File: config.mk
export PLATFORM = sky130hd
export DESIGN_NAME = beta_bpu_bht
export DESIGN_NICKNAME = d
export VERILOG_FILES = /design/src/rtl/beta_bpu_bht.sv
export SDC_FILE = /design/constraint.sdc
export NUM_CORES = 2
export LEC_CHECK = 0
export BUFFER_PORTS_ARGS = -buffer_cell sky130_fd_sc_hd__buf_2
export CORE_UTILIZATION = 40
export CTS_CLUSTER_DIAMETER = 40
export DETAILED_ROUTE_END_ITERATION = 8
export GPL_TIMING_DRIVEN = 0
export SLEW_MARGIN = 25
export SYNTH_ARGS = -nofsm -noshare
export SYNTH_HDL_FRONTEND = slang
export SYNTH_SLANG_ARGS = --single-unit
File: constraint.sdc
create_clock -name clk_i -period 4.6 [get_ports clk_i]
set_clock_uncertainty 0.05 [all_clocks]
set_input_delay 0.69 -clock clk_i [delete_from_list [all_inputs] [get_ports clk_i]]
set_output_delay 0.69 -clock clk_i [all_outputs]
set_load 0.005 [all_outputs]
File: src/rtl/beta_bpu_bht.sv
// beta_bpu_bht: fetch-side branch prediction (2-bit BHT + tagged BTB) and
// execute-side resolution with redirect, table training, misaligned-target
// detection and saturating statistics counters.
module beta_bpu_bht #(
    parameter int DATAWIDTH   = 32,
    parameter int BHT_ENTRIES = 64,
    parameter int BTB_ENTRIES = 16
) (
    input  logic                 clk_i,
    input  logic                 rst_i,
    input  logic                 pred_req_i,
    input  logic                 pred_stall_i,
    input  logic [DATAWIDTH-1:0] pred_pc_i,
    output logic                 pred_valid_o,
    output logic                 pred_taken_o,
    output logic [DATAWIDTH-1:0] pred_target_o,
    input  logic                 res_valid_i,
    input  logic                 res_is_jump_i,
    input  logic [DATAWIDTH-1:0] res_pc_i,
    input  logic                 res_taken_i,
    input  logic [DATAWIDTH-1:0] res_target_i,
    input  logic                 res_pred_taken_i,
    input  logic [DATAWIDTH-1:0] res_pred_target_i,
    output logic                 mispredict_o,
    output logic [DATAWIDTH-1:0] redirect_pc_o,
    output logic                 misalig_o,
    output logic [31:0]          stat_branches_o,
    output logic [31:0]          stat_mispred_o
);

    localparam int BHT_IW = $clog2(BHT_ENTRIES);
    localparam int BTB_IW = $clog2(BTB_ENTRIES);
    localparam int TAG_W  = DATAWIDTH - BTB_IW - 2;
    localparam logic [DATAWIDTH-1:0] PC_STEP = DATAWIDTH'(4);

    // Table read ports (flattened per-entry state) and BTB payload memories
    logic [2*BHT_ENTRIES-1:0] bht_flat;
    logic [BTB_ENTRIES-1:0]   btb_valid_vec;
    logic [TAG_W-1:0]         btb_tag_mem    [BTB_ENTRIES];
    logic [DATAWIDTH-1:0]     btb_target_mem [BTB_ENTRIES];

    // Fetch-side lookup
    logic [BHT_IW-1:0]    pred_bht_idx;
    logic [BTB_IW-1:0]    pred_btb_idx;
    logic [TAG_W-1:0]     pred_tag;
    logic [1:0]           pred_ctr;
    logic                 pred_hit;
    logic                 pred_taken_next;
    logic [DATAWIDTH-1:0] pred_target_next;
    logic                 pred_valid_reg;
    logic                 pred_taken_reg;
    logic [DATAWIDTH-1:0] pred_target_reg;

    // Execute-side resolution
    logic [BHT_IW-1:0]    res_bht_idx;
    logic [BTB_IW-1:0]    res_btb_idx;
    logic [1:0]           res_ctr;
    logic [1:0]           ctr_next;
    logic                 act_taken;
    logic                 res_misalig;
    logic                 eff_taken;
    logic                 tbl_upd;
    logic                 btb_wr;
    logic                 mis_next;
    logic [DATAWIDTH-1:0] redirect_next;
    logic                 mispredict_reg;
    logic                 misalig_reg;
    logic [DATAWIDTH-1:0] redirect_reg;
    logic [31:0]          stat_br_reg;
    logic [31:0]          stat_mis_reg;

    assign pred_bht_idx = pred_pc_i[BHT_IW+1:2];
    assign pred_btb_idx = pred_pc_i[BTB_IW+1:2];
    assign pred_tag     = pred_pc_i[DATAWIDTH-1:BTB_IW+2];
    assign res_bht_idx  = res_pc_i[BHT_IW+1:2];
    assign res_btb_idx  = res_pc_i[BTB_IW+1:2];

    // Lookup: hit needs a valid, tag-matching BTB entry; taken also needs counter MSB
    always_comb begin
        pred_ctr         = bht_flat[{pred_bht_idx, 1'b0} +: 2];
        pred_hit         = btb_valid_vec[pred_btb_idx] &&
                           (btb_tag_mem[pred_btb_idx] == pred_tag);
        pred_taken_next  = pred_req_i && pred_hit && pred_ctr[1];
        pred_target_next = (pred_hit && pred_ctr[1]) ? btb_target_mem[pred_btb_idx]
                                                     : pred_pc_i + PC_STEP;
    end

    // Resolution: a misaligned taken target is treated as not taken and never trains
    always_comb begin
        act_taken     = res_is_jump_i | res_taken_i;
        res_misalig   = act_taken & (res_target_i[1:0] != 2'b00);
        eff_taken     = act_taken & ~res_misalig;
        tbl_upd       = res_valid_i & ~res_misalig;
        btb_wr        = tbl_upd & eff_taken;
        res_ctr       = bht_flat[{res_bht_idx, 1'b0} +: 2];
        if (res_misalig)
            mis_next = res_pred_taken_i;
        else
            mis_next = (act_taken != res_pred_taken_i) ||
                       (act_taken && (res_target_i != res_pred_target_i));
        redirect_next = eff_taken ? res_target_i : res_pc_i + PC_STEP;
        if (res_is_jump_i)
            ctr_next = 2'b11;
        else if (res_taken_i)
            ctr_next = (res_ctr == 2'b11) ? 2'b11 : res_ctr + 2'd1;
        else
            ctr_next = (res_ctr == 2'b00) ? 2'b00 : res_ctr - 2'd1;
    end

    // Per-entry counters and BTB valid bits, each with its own reset and write enable
    generate
        for (genvar gi = 0; gi < BHT_ENTRIES; gi++) begin : g_bht
            logic [1:0] ctr_reg;
            // Counter resets weakly not-taken and trains on a matching resolve
            always_ff @(posedge clk_i) begin
                if (rst_i)
                    ctr_reg <= 2'b01;
                else if (tbl_upd && (res_bht_idx == BHT_IW'(gi)))
                    ctr_reg <= ctr_next;
            end
            assign bht_flat[2*gi +: 2] = ctr_reg;
        end
        for (genvar gi = 0; gi < BTB_ENTRIES; gi++) begin : g_btb
            logic valid_reg;
            // Valid bit set by any taken (aligned) resolve into this slot
            always_ff @(posedge clk_i) begin
                if (rst_i)
                    valid_reg <= 1'b0;
                else if (btb_wr && (res_btb_idx == BTB_IW'(gi)))
                    valid_reg <= 1'b1;
            end
            assign btb_valid_vec[gi] = valid_reg;
        end
    endgenerate

    // BTB tag/target payload; no reset needed since valid bits qualify it
    always_ff @(posedge clk_i) begin
        if (!rst_i && btb_wr) begin
            btb_tag_mem[res_btb_idx]    <= res_pc_i[DATAWIDTH-1:BTB_IW+2];
            btb_target_mem[res_btb_idx] <= res_target_i;
        end
    end

    // Prediction outputs register; a stall freezes all of them
    always_ff @(posedge clk_i) begin
        if (rst_i) begin
            pred_valid_reg  <= 1'b0;
            pred_taken_reg  <= 1'b0;
            pred_target_reg <= '0;
        end else if (!pred_stall_i) begin
            pred_valid_reg  <= pred_req_i;
            pred_taken_reg  <= pred_taken_next;
            pred_target_reg <= pred_target_next;
        end
    end

    // Resolution outputs and saturating statistics
    always_ff @(posedge clk_i) begin
        if (rst_i) begin
            mispredict_reg <= 1'b0;
            misalig_reg    <= 1'b0;
            redirect_reg   <= '0;
            stat_br_reg    <= '0;
            stat_mis_reg   <= '0;
        end else if (res_valid_i) begin
            mispredict_reg <= mis_next;
            misalig_reg    <= res_misalig;
            redirect_reg   <= redirect_next;
            if (stat_br_reg != 32'hFFFF_FFFF)
                stat_br_reg <= stat_br_reg + 32'd1;
            if (mis_next && (stat_mis_reg != 32'hFFFF_FFFF))
                stat_mis_reg <= stat_mis_reg + 32'd1;
        end else begin
            mispredict_reg <= 1'b0;
            misalig_reg    <= 1'b0;
        end
    end

    assign pred_valid_o    = pred_valid_reg;
    assign pred_taken_o    = pred_taken_reg;
    assign pred_target_o   = pred_target_reg;
    assign mispredict_o    = mispredict_reg;
    assign misalig_o       = misalig_reg;
    assign redirect_pc_o   = redirect_reg;
    assign stat_branches_o = stat_br_reg;
    assign stat_mispred_o  = stat_mis_reg;

endmodule

==> results.py <==
metrics = {
    "routing": {
        "drt-total-wl_um": 165000,
        "drtAntennaViolNets": 0,
        "vias": 32388,
        "firstDrtPassIters": 9,
        "drc": 44,
        "routed_via_density": 5.96,
        "drt_iter0_drc": 4389,
        "drt-wirelength-per-cell_um": 30.3,
    },
    "finish": {
        "largest_reg_flops": 512,
        "nets": 3806,
        "multiInputGateArea_mm2": 0.0158,
        "regArea_mm2": 0.0334,
        "final_common_cell": "edfxtp_1",
        "drive_above_1_share": 0.273,
        "fill_cells": 10416,
        "stdcell_area_mm2": 0.0607,
        "areaGrowthSynthToFinish_pct": 20.9,
        "fin_cells": 5433,
        "layout_common_cells": "edfxtp_1, mux4_2, buf_2",
    },
    "die": {
        "core_area_mm2": 0.124,
        "die_w_um": 356,
        "row_count": 129,
        "die_y_um": 356,
        "die_area_mm2": 0.127,
        "num_io_pins": 268,
        "initial_core_util": 0.405,
    },
    "critical_path": {
        "crit_type": "in -> reg",
        "end_kind": "register",
        "r2r_slack_ps": 930,
        "cp_max_fo": 10,
        "cp.arrival_ps": 5150,
        "required_ps": 5210,
        "worstSetupStartpointType": "input port",
        "reg2reg_depth": 11,
    },
    "sta": {
        "timing.setup.tns_ps": 0,
        "fmax_mhz": 220,
        "finalMaxSlewViolations": 0,
        "fin_crit_sh": 0.987,
        "slew_headroom": 0.262,
        "finalSetupViolations": 0,
        "finalHoldViolCount": 0,
        "period_needed_ps": 4540,
        "rsz0062_at_grt": "no",
        "worstMarginPinSlew_ps": 1110,
    },
    "synthesis": {
        "synth_area_leaders": "edfxtp_1, mux4_2, dfxtp_1",
        "synth_ff_type": "edfxtp_1",
        "synth-seq-area-share": 0.665,
        "ys_types": 74,
        "synth-async-reset-ratio": 0,
        "synth_top_area_cell": "edfxtp_1",
        "synth_top_area_share": 0.555,
        "postSynthCellCount": 3189,
        "avgSynthCellArea_um2": 15.7,
        "synth_edf_count": 928,
        "yosysWarnings": 0,
        "syn_nets": 3332,
        "syn_area_mm2": 0.0502,
        "ys_ff_latch": 1204,
    },
    "place": {
        "portBuffers": 252,
        "place_congestion": 0.938,
        "dp.cells": 5146,
        "placed_cell_area_mm2": 0.0553,
        "hpwl_um": 117000,
    },
    "power_and_ir_drop": {
        "p_leak_nw": 20.1,
        "p_per_area_mw_per_mm2": 428,
        "ir_drop_mv": 0.413,
        "finalPower_mw": 26.0,
    },
    "clock_network": {
        "insertion_delay_ps": 790,
        "cts_buffers": 152,
        "ctsHtreeMaxLevel": 4,
        "clock_path_buffers": 3,
        "cts_tree": "yes",
        "cts_root_buf": "clkbuf_16",
        "clk_pin_slew_ps": 50,
        "clock-sinks": 1204,
    },
    "global_route": {
        "grt_pass1_vias": 30856,
        "grt_overflow": 0,
        "grtUsageTotal": 0.259,
        "antenna_found_initial": 21,
        "grt_max_degree": 22,
        "grt_pass1_wl_um": 231000,
    },
    "outcome": {
        "status": "finished with violations",
        "violations": "design-rule violations",
    },
    "flow_run": {
        "max_cap_viol_count": 0,
    },
    "worst_hold_path": {
        "hold_path_class": "in -> reg",
        "whs_path_depth": 2,
    },
}
-- metal layers --
| layer | vias up | routed length (µm) | track usage |
|---|---|---|---|
| met5 | - | 79 | 0 |
| met4 | 12 | 4930 | 0.0833 |
| met3 | 291 | 18900 | 0.0629 |
| met2 | 1879 | 74300 | 0.393 |
| met1 | 16609 | 66600 | 0.365 |
| li1 | 13597 | - | - |
-- kinds of logic (layout without fill, tap and decap cells) --
kind of cell | Yosys count | in the layout | share of synthesized area
DFF | 1204 | 1204 | 0.665
and+or+nand+nor | 746 | 746 | 0.0713
muxes | 418 | 418 | 0.160
AOI/OAI and AO/OA | 386 | 386 | 0.0515
buffers and inverters | 280 | 881 | 0.0243
xor gates and xnor gates | 146 | 146 | 0.0255
adders and majority gates | 9 | 9 | 0.00214
other | 0 | 6 | 0
-- metrics by stage --
step | utilization | hold slack (ps) | setup slack, ps
finish | 0.489 | 138 | 61.0
global route | 0.489 | 128 | 14.9
CTS | 0.489 | 100 | 25.9
detailed placement | 0.446 | 408 | -1500
global placement | 0.431 | 403 | -4880
floorplan | - | 399 | -57.3
-- final timing paths --
path	startpoint	endpoint
min	pred_pc_i[0]	pred_target_o[0]
max	pred_pc_i[2]	pred_target_o[26]
max reg2reg	btb_tag_mem[11][16]	pred_target_o[26]
min reg2reg	redirect_pc_o[1]	redirect_pc_o[1]
-- repair_timing --
item,in CTS,in global routing
setup endpoints to repair,28,28
pin swaps,0,1
hold buffers,0,0
buffers inserted,0,1
resized for setup,10,15
-- synth_stat cells (all sizes together), types with 29 or more instances --
library cell  number
edfxtp           928
mux4             306
nor2             301
dfxtp            276
clkbuf           120
a21oi            117
nand2            108
xnor2            101
buf               85
nor3              82
mux2i             79
inv               71
a211oi            70
nand4             67
nand3             54
o21ai             53
xor2              45
o22ai             38
mux2              33
o311a             29
-- final cells by class --
cell class | instances | share of cell area
Clock inverter | 103 | 0.0221
Sequential cell | 1204 | 0.550
Tap cell | 1637 | 0.0337
Timing Repair Buffer | 321 | 0.0483
Antenna cell | 6 | 0.000247
Multi-Input combinational cell | 1705 | 0.259
Inverter | 75 | 0.00464
Buffer | 204 | 0.0162
Clock buffer | 178 | 0.0656
-- critical path, stage by stage --
cell and delay, ps:
buf_2 180, buf_4 280, buf_6 250, buf_4 310, clkinv_1 530, and3_1 390
a2111oi_0 870, a21boi_0 230, o2111a_1 170, and4_1 220, buf_2 190, and3_1 170
buf_2 150, buf_6 150, o311a_1 340
-- report_power, final --
group / internal [mW] / switching [mW] / total (mW)
clock: 7.61 / 4.93 / 12.5
sequential: 11.8 / 0.0490 / 11.8
combinational: 0.548 / 1.06 / 1.61
total: 19.9 / 6.04 / 26.0
Note: power is estimated with default switching activity, not from simulation.
